[src/rtl/mips_pkg.sv]
// Shared definitions for the MIPS core front end: PC-source encodings,
// the nop word, the default boot address and the fetch FSM states.
package mips_pkg;

  localparam logic [1:0] PCSRC_SEQ = 2'b00;
  localparam logic [1:0] PCSRC_J   = 2'b01;
  localparam logic [1:0] PCSRC_JR  = 2'b10;

  localparam logic [31:0] NOP              = 32'h0000_0000;
  localparam logic [31:0] DEFAULT_RESET_PC = 32'h8000_0000;

  typedef enum logic [1:0] {
    REQ,
    WAIT,
    HOLD,
    CANCEL
  } fetch_state_t;

endpackage

[src/rtl/fetch_unit_if.sv]
// SRAM-like instruction bus: one request outstanding, in-order responses.
interface fetch_unit_if;

  logic        inst_req;
  logic [31:0] inst_addr;
  logic        inst_addr_ok;
  logic        inst_data_ok;
  logic [31:0] inst_rdata;

  modport master (
    output inst_req, inst_addr,
    input  inst_addr_ok, inst_data_ok, inst_rdata
  );

  modport slave (
    input  inst_req, inst_addr,
    output inst_addr_ok, inst_data_ok, inst_rdata
  );

endinterface

[src/rtl/next_pc_gen.sv]
// Decides whether the instruction held in ID transfers control and where to.
// Gating with ID_Valid and Stall is left to the caller.
module next_pc_gen
  import mips_pkg::*;
(
  input  logic [31:0] ID_PC,
  input  logic [31:0] ID_Instruction,
  input  logic [1:0]  ID_PCSrc,
  input  logic        ID_Branch,
  input  logic        ID_Zero,
  input  logic [31:0] ID_RegData,
  output logic        redirect_raw,
  output logic [31:0] target
);

  logic [31:0] pc_plus4;
  logic [31:0] jump_target;
  logic [31:0] branch_target;
  logic        unused_opcode;

  assign pc_plus4      = ID_PC + 32'd4;
  assign jump_target   = {pc_plus4[31:28], ID_Instruction[25:0], 2'b00};
  assign branch_target = pc_plus4 + {{14{ID_Instruction[15]}}, ID_Instruction[15:0], 2'b00};
  assign unused_opcode = ^ID_Instruction[31:26];

  assign redirect_raw = (ID_PCSrc != PCSRC_SEQ) || (ID_Branch && ID_Zero);

  // Jump kinds outrank the conditional branch when both are flagged.
  always_comb begin
    target = branch_target;
    if (ID_PCSrc == PCSRC_J)
      target = jump_target;
    else if (ID_PCSrc[1])
      target = ID_RegData;
  end

endmodule

[src/rtl/fetch_unit.sv]
// Instruction fetch FSM and IF/ID pipeline register. One bus request in flight;
// the word fetched behind a taken transfer is squashed (no delay slot).
module fetch_unit
  import mips_pkg::*;
#(
  parameter logic [31:0] RESET_PC = DEFAULT_RESET_PC
) (
  input  logic               clk,
  input  logic               reset,
  fetch_unit_if.master       bus,
  input  logic               Stall,
  input  logic               IF_Flush,
  input  logic [1:0]         ID_PCSrc,
  input  logic               ID_Branch,
  input  logic               ID_Zero,
  input  logic [31:0]        ID_RegData,
  output logic               ID_Valid,
  output logic [31:0]        ID_PC,
  output logic [31:0]        ID_Instruction
);

  fetch_state_t state;
  logic [31:0]  fetch_pc;
  logic [31:0]  hold_buf;
  logic         redirect_raw;
  logic [31:0]  target;
  logic         redirect;
  logic         deliver;
  logic [31:0]  deliver_word;

  next_pc_gen u_next_pc_gen (
    .ID_PC          (ID_PC),
    .ID_Instruction (ID_Instruction),
    .ID_PCSrc       (ID_PCSrc),
    .ID_Branch      (ID_Branch),
    .ID_Zero        (ID_Zero),
    .ID_RegData     (ID_RegData),
    .redirect_raw   (redirect_raw),
    .target         (target)
  );

  assign redirect     = ID_Valid && !Stall && redirect_raw;
  assign deliver      = !Stall && !redirect &&
                        (((state == WAIT) && bus.inst_data_ok) || (state == HOLD));
  assign deliver_word = (state == HOLD) ? hold_buf : bus.inst_rdata;

  assign bus.inst_req  = (state == REQ) && !reset;
  assign bus.inst_addr = fetch_pc;

  always_ff @(posedge clk) begin
    if (reset) begin
      state    <= REQ;
      fetch_pc <= RESET_PC;
      hold_buf <= NOP;
    end else begin
      case (state)
        REQ: begin
          if (redirect) begin
            fetch_pc <= target;
            if (bus.inst_addr_ok) state <= CANCEL;
          end else if (bus.inst_addr_ok) begin
            state <= WAIT;
          end
        end
        WAIT: begin
          if (bus.inst_data_ok) begin
            if (redirect) begin
              fetch_pc <= target;
              state    <= REQ;
            end else if (Stall) begin
              hold_buf <= bus.inst_rdata;
              state    <= HOLD;
            end else begin
              fetch_pc <= fetch_pc + 32'd4;
              state    <= REQ;
            end
          end else if (redirect) begin
            fetch_pc <= target;
            state    <= CANCEL;
          end
        end
        HOLD: begin
          if (redirect) begin
            fetch_pc <= target;
            state    <= REQ;
          end else if (!Stall) begin
            fetch_pc <= fetch_pc + 32'd4;
            state    <= REQ;
          end
        end
        CANCEL: begin
          // The stale response still has to drain before a new request can go out.
          if (redirect) fetch_pc <= target;
          if (bus.inst_data_ok) state <= REQ;
        end
        default: state <= REQ;
      endcase
    end
  end

  // A bubble keeps ID_PC so that only the valid bit and the word change.
  always_ff @(posedge clk) begin
    if (reset) begin
      ID_Valid       <= 1'b0;
      ID_PC          <= 32'h0;
      ID_Instruction <= NOP;
    end else if (Stall) begin
      ID_Valid       <= ID_Valid;
    end else if (IF_Flush || redirect) begin
      ID_Valid       <= 1'b0;
      ID_Instruction <= NOP;
    end else if (deliver) begin
      ID_Valid       <= 1'b1;
      ID_PC          <= fetch_pc;
      ID_Instruction <= deliver_word;
    end else begin
      ID_Valid       <= 1'b0;
      ID_Instruction <= NOP;
    end
  end

endmodule

[src/flat_wrapper.sv]
// flat-port wrapper written by rule: the top's interface ports become plain ports
module fetch_unit_flat import mips_pkg::*;
#(
  parameter logic [31:0] RESET_PC = DEFAULT_RESET_PC
)
  (clk, reset, Stall, IF_Flush, ID_PCSrc, ID_Branch, ID_Zero, ID_RegData, ID_Valid, ID_PC, ID_Instruction, bus_inst_req, bus_inst_addr, bus_inst_addr_ok, bus_inst_data_ok, bus_inst_rdata);
  fetch_unit_if bus_i ();
  input  logic clk;
  input  logic reset;
  input  logic Stall;
  input  logic IF_Flush;
  input  logic [1:0] ID_PCSrc;
  input  logic ID_Branch;
  input  logic ID_Zero;
  input  logic [31:0] ID_RegData;
  output logic ID_Valid;
  output logic [31:0] ID_PC;
  output logic [31:0] ID_Instruction;
  output wire logic [$bits(bus_i.inst_req)-1:0] bus_inst_req;
  output wire logic [$bits(bus_i.inst_addr)-1:0] bus_inst_addr;
  input wire logic [$bits(bus_i.inst_addr_ok)-1:0] bus_inst_addr_ok;
  input wire logic [$bits(bus_i.inst_data_ok)-1:0] bus_inst_data_ok;
  input wire logic [$bits(bus_i.inst_rdata)-1:0] bus_inst_rdata;
  assign bus_inst_req = bus_i.inst_req;
  assign bus_inst_addr = bus_i.inst_addr;
  assign bus_i.inst_addr_ok = bus_inst_addr_ok;
  assign bus_i.inst_data_ok = bus_inst_data_ok;
  assign bus_i.inst_rdata = bus_inst_rdata;
  fetch_unit #(.RESET_PC(RESET_PC)) u_core (.clk(clk), .reset(reset), .bus(bus_i), .Stall(Stall), .IF_Flush(IF_Flush), .ID_PCSrc(ID_PCSrc), .ID_Branch(ID_Branch), .ID_Zero(ID_Zero), .ID_RegData(ID_RegData), .ID_Valid(ID_Valid), .ID_PC(ID_PC), .ID_Instruction(ID_Instruction));
endmodule
[config.mk]
export PLATFORM = sky130hd
export DESIGN_NAME = fetch_unit_flat
export DESIGN_NICKNAME = d
export VERILOG_FILES = /design/src/rtl/mips_pkg.sv /design/src/rtl/fetch_unit_if.sv /design/src/rtl/next_pc_gen.sv /design/src/rtl/fetch_unit.sv /design/src/flat_wrapper.sv
export SDC_FILE = /design/constraint.sdc
export NUM_CORES = 1
export LEC_CHECK = 0
export ABC_AREA = 1
export CAP_MARGIN = 30
export CORE_UTILIZATION = 54
export CTS_CLUSTER_SIZE = 30
export DETAILED_ROUTE_END_ITERATION = 8
export PLACE_DENSITY = 0.94
export SYNTH_ARGS = -nofsm -noshare
export SYNTH_HDL_FRONTEND = slang
export SYNTH_SLANG_ARGS = --single-unit
[constraint.sdc]
create_clock -name clk -period 4.11 [get_ports clk]
set_clock_uncertainty 0.2 [all_clocks]
set_input_delay 0.822 -clock clk [delete_from_list [all_inputs] [get_ports clk]]
set_output_delay 0.822 -clock clk [all_outputs]
set_load 0.005 [all_outputs]
== After elaboration in Yosys (flattened, before gate mapping) ==
Cells that the tools add are included.

* Multiplexer cells: 23
* Bitwise operators: 3
* Equality and inequality tests: 8
* Reduce and logical (&&, ||, !) cells: 19
* Add/sub/neg operators: 3

{| class="wikitable"
|+ Operator list
! cell !! number
|-
| 2-to-1 mux 32 bit || 9
|-
| one-hot mux 32 bit (3 select lines) || 1
|-
| adder 32 x 3 -> 32 bit, second input constant || 2
|-
| adder 32 bit || 1
|-
| 2-to-1 mux 2 bit || 10
|-
| one-hot mux 2 bit (4 select lines) || 1
|-
| AND reduction 4 bit || 2
|-
| logical AND 1 bit || 7
|-
| != test 3 x 2 -> 1 bit, second input constant || 2
|-
| equality test 2 x 1 -> 1 bit, second input constant || 2
|-
| equality test 2 bit, second input constant || 2
|-
| != test 2 bit, second input constant || 2
|-
| zero test 1 bit || 3
|-
| logical OR 1 bit || 3
|-
| inverter 1 bit || 3
|-
| AND reduction 3 bit || 1
|-
| zero test 2 bit || 1
|-
| 2-to-1 mux 1 bit || 2
|-
| nonzero test 2 bit || 1
|-
| OR reduction 2 bit || 1
|}

* Output and inout port bits: 98
* Input port bits: 74
* Register bits: 131
* Logic and storage cells: 62

== Longest topological paths before layout ==
* Depth in word-level cells: 8
* Gate-level depth with buffers: 23
* Gate-level depth less buffers: 23

== Cells and area by module ==
A second synthesis with hierarchy kept.

* Cell total of the unflattened synthesis: 1,587
* Area, all modules: 9,743.1 sq um

{| class="wikitable"
|+ By module, submodules not included
! module !! cells each !! area each (sq um) !! instances !! seq. area each (sq um)
|-
| fetch_unit || 900 || 6,288.5 || 1 || 2,622.5
|-
| next_pc_gen || 687 || 3,454.6 || 1 || 0.0
|}

== Worst setup path before layout ==
OpenSTA, ideal clock, no wires.

* Path type: register to register
* Start point: register u_core.ID_PC[4]
* End point: register u_core.fetch_pc[30] (netlist: u_core.bus.inst_addr[30])
* Stages on the path, launching flop included: 20
* Path buffers: 0
* Library setup time: 113 ps
* Setup slack: 1,145 ps
* Data required time: 3,797 ps
* Data arrival time: 2,652 ps
* Clock period less this slack: 2,965 ps
* Path through: dfxtp_1 nand2_1 nor2_1 nand2_1 nor3_2 nand2_1 nor2_1 nand2_1 xor2_1 inv_1 ha_1 a21oi_1 a21boi_0 o21ai_0 a21oi_1 nand3_1 nand2_1 nor2_1 nor2_1 nor2_1

* Word-level cells in the longest chain between the ends: 7
* Elaborated cells between the ends (all ways): 8

{| class="wikitable"
|+ Ends and longest elaborated chain
! element !! RTL line !! RTL
|-
| start: declaration || fetch_unit.sv:18 || <nowiki>output logic [31:0] ID_PC,</nowiki>
|-
| start signal: assignment || fetch_unit.sv:114 || <nowiki>ID_PC <= fetch_pc;</nowiki>
|-
| adder 32 x 3 -> 32 bit * || next_pc_gen.sv:21 || <nowiki>assign pc_plus4 = ID_PC + 32'd4;</nowiki>
|-
| adder 32 bit || next_pc_gen.sv:23 || <nowiki>assign branch_target = pc_plus4 + {{14{ID_Instruction[15]}}, ID_Instruction[15:0], 2'b00};</nowiki>
|-
| 2-to-1 mux 32 bit || next_pc_gen.sv:33 || <nowiki>else if (ID_PCSrc[1])</nowiki>
|-
| 2-to-1 mux 32 bit * || next_pc_gen.sv:31 || <nowiki>if (ID_PCSrc == PCSRC_J)</nowiki>
|-
| 2-to-1 mux 32 bit, on equally long branches || -- ||
|-
| 2-to-1 mux 32 bit || fetch_unit.sv:66 || <nowiki>if (bus.inst_data_ok) begin</nowiki>
|-
| one-hot mux 32 bit (3 select lines) * || fetch_unit.sv:56 || <nowiki>case (state)</nowiki>
|-
| end signal: assignment || fetch_unit.sv:59 || <nowiki>fetch_pc <= target;</nowiki>
|-
| end signal: assignment || fetch_unit.sv:78 || <nowiki>fetch_pc <= target;</nowiki>
|-
| end signal: assignment || fetch_unit.sv:93 || <nowiki>if (redirect) fetch_pc <= target;</nowiki>
|-
| end: declaration || fetch_unit.sv:23 || <nowiki>logic [31:0] fetch_pc;</nowiki>
|}

Mark *: on every way between the ends. The rest lies on a longest branch, timed or not.
A chain may end at the register's enable or synchronous reset.

== Worst setup path in the final report ==
* Start point: register u_core.ID_PC[2]
* End point: register u_core.fetch_pc[30] (netlist: u_core.bus.inst_addr[30])

Same word-level chain as after synthesis.

==> metrics <==
status finished clean; average cell area after synthesis approximately 6.4 µm²; Synth area leaders dfxtp_1 28%, nand2_1 15%, a21oi_1 7.9%; Synth Net Count 1581; Hold Buf Count CTS 0; Placed Cells between 1.5k and 2k; post-route DRC violation count 0; area of the multi-input gates between 0.005 and 0.006 mm²; Die Y roughly 130 µm; Rows between 40 and 50; EDFF count, synth 0; WL/cell 19.3 µm; data required time of the worst path about 4.3 ns; Setup Crit Path Kind reg -> reg; Die Wd between 100 and 150 µm; core area approximately 0.017 mm²; first drt pass iteration count 8; Async S/R FF share, synth 0; endpoints failing setup 0; Clock Path Buffers 2; die area roughly 0.018 mm²; # port buffers roughly 170; Global Route Usage Sum 0.398; synth cell count leaders 367 x nand2_1, 167 x inv_1, 149 x a21oi_1; Post-CTS Setup Inserts 0; unrepaired setup endpoints after global routing no; Final Instance Area approximately 0.012 mm²; overall power slightly below 5 mW; synth warn 0; area fraction of the dominant cell type after synthesis 0.279; CP max FO 8; leak pwr 5.03 nW; post-placement cell area around 0.011 mm²; I/O pins about 170; fin cells between 1.5k and 2k; Initial DRC Count 1359; first-pass GRT wire length roughly 55000 µm; critical path startpoint category register; CTS Root Cell clkbuf_16; Reg area ~0.0026 mm²; via count 11.0k; Num CTS Buffers 17; Tmin final 3.74 ns; fin crit share 0.911; fmax around 270 MHz; Netlist cell types a little under 60; Worst Tran Pin Value between 0.8 and 0.9 ns; final antenna-violating net count 0; ANT cells 0; Area Overhead vs Synth 25.7%; gpl congestion 1.03; grt ovf 0; initial antenna violation count 0; # nets final 1729; Vias/cell 5.95; Max Cap Viol 0; Peak VDD IR 367 µV; PwrDens 410 mW/mm²; number of global-route vias before repair 10.1k; Post-Syn Area around 0.0094 mm²; CTS tree built; final hold vios 0; post-synthesis cell count about 1.5k; Fin Setup TNS 0 ns; count leader, synth nand2_1; Worst EP arrival 3.92 ns; CTS Sinks around 130; Worst setup EP type register; Slew Viols, Final 0; WHS roughly 0.25 ns; largest net degree at the start of global routing 79; max_slew headroom 0.416; Final HPWL DP 26300 µm; Post-synth top flop dfxtp_1; largest area contributor in the netlist dfxtp_1; DRT Wirelength 35500 µm; post-synthesis register bit count between 100 and 150; sequential-to-total area share from yosys stat 0.279; Initial Util 0.560; Worst-path clk slew approximately 0.06 ns; share of cells above drive strength 1 0.0665; Fillers 1339; # H-tree levels 4; clk_lat worst skew around 0.43 ns; Hold/Removal Path Class reg -> reg
flip-flops by register name (all words and copies together), names as in the netlist:
register               count
u_core.ID_Valid            1
u_core.hold_buf           32
u_core.ID_Instruction     32
u_core.ID_PC              32
u_core.state               2
u_core.bus.inst_addr      32
layout by cell type (no fill, tap or decap), drive strengths merged, types with 2 or more instances in the layout:
| master | n |
|---|---|
| clkbuf | 18 |
| a22oi | 3 |
| o31ai | 5 |
| nand2 | 377 |
| o21ai | 141 |
| xnor2 | 11 |
| nand3 | 67 |
| ha | 43 |
| clkinv | 8 |
| nand3b | 3 |
| a211oi | 2 |
| o21bai | 10 |
| dfxtp | 131 |
| bufinv | 3 |
| nor2 | 138 |
| clkdlybuf4s50 | 170 |
| or2 | 11 |
| o211ai | 6 |
| o221ai | 4 |
| inv | 175 |
| nor3 | 18 |
| a21o | 5 |
| nor4 | 5 |
| a31o | 2 |
| xor2 | 25 |
| nand4 | 30 |
| nor3b | 3 |
| a31oi | 6 |
| clkinvlp | 3 |
| a21oi | 152 |
| buf | 17 |
| o21a | 2 |
| o22ai | 22 |
timing repair:
item,4_1_cts,5_1_grt
hold endpoints to repair,0,0
resized for setup,0,1
setup endpoints to repair,0,2
worst paths after layout:
path                       start                       end  slack [ns]  cells after the start
max              u_core.ID_PC[2]  u_core.bus.inst_addr[30]        0.37                     17
min          u_core.hold_buf[24]       u_core.hold_buf[24]        0.25                      2
max reg2reg      u_core.ID_PC[2]  u_core.bus.inst_addr[30]        0.37                     17
min reg2reg  u_core.hold_buf[24]       u_core.hold_buf[24]        0.25                      2
area by class of cell:
class,count,area share
clock inverter,14,0.0152
sequential,131,0.222
inverter,175,0.0557
timing repair buffer,187,0.155
tap,220,0.0233
clock buffer,18,0.0372
multi-input combinational,1099,0.492
routing by layer:
layer	global-route usage	vias up	share of wire	routed length, µm
li1	-	5134	-	-
met1	0.501	5001	0.39	13900
met2	0.625	705	0.44	15700
met3	0.0892	127	0.11	3760
met4	0.235	0	0.063	2230
met5	0	-	0	0
critical path, cell delays in order (launching register included):
cell and delay, ns:
dfxtp_1 0.51, ha_1 0.25, inv_1 0.06, nor2_2 0.22
nand2_1 0.15, nor3_1 0.20, nand2_1 0.12, nor2_1 0.16
xor2_1 0.11, ha_1 0.46, nand2_1 0.14, nor4_1 0.46
nand3_1 0.18, nand3_1 0.12, nand2_1 0.05, nor2_1 0.14
nor2_1 0.06, nor2_1 0.09
through the flow:
step,setup slack [ns],utilization
after detailed placement,0.464,0.667
after floorplan,1.15,-
final,0.367,0.704
after CTS,0.418,0.704
after global routing,0.00651,0.704
after global placement,0.505,0.667
logic make-up (layout without fill, tap and decap cells):
family	count (synthesis)	count (layout)	share of synthesized area
compound gates	365	365	0.214
xor+xnor	36	36	0.0336
fa+ha+maj	44	44	0.0594
buf+inv	233	394	0.104
flops	131	131	0.279
simple gates	654	654	0.310
power breakdown:
part	total [mW]	leakage, nW	internal (mW)	switching, mW
clock network	1.61	0.293	0.976	0.637
logic	1.62	3.68	0.594	1.02
registers	1.61	1.06	1.42	0.188
(Power assumes the default switching activity.)
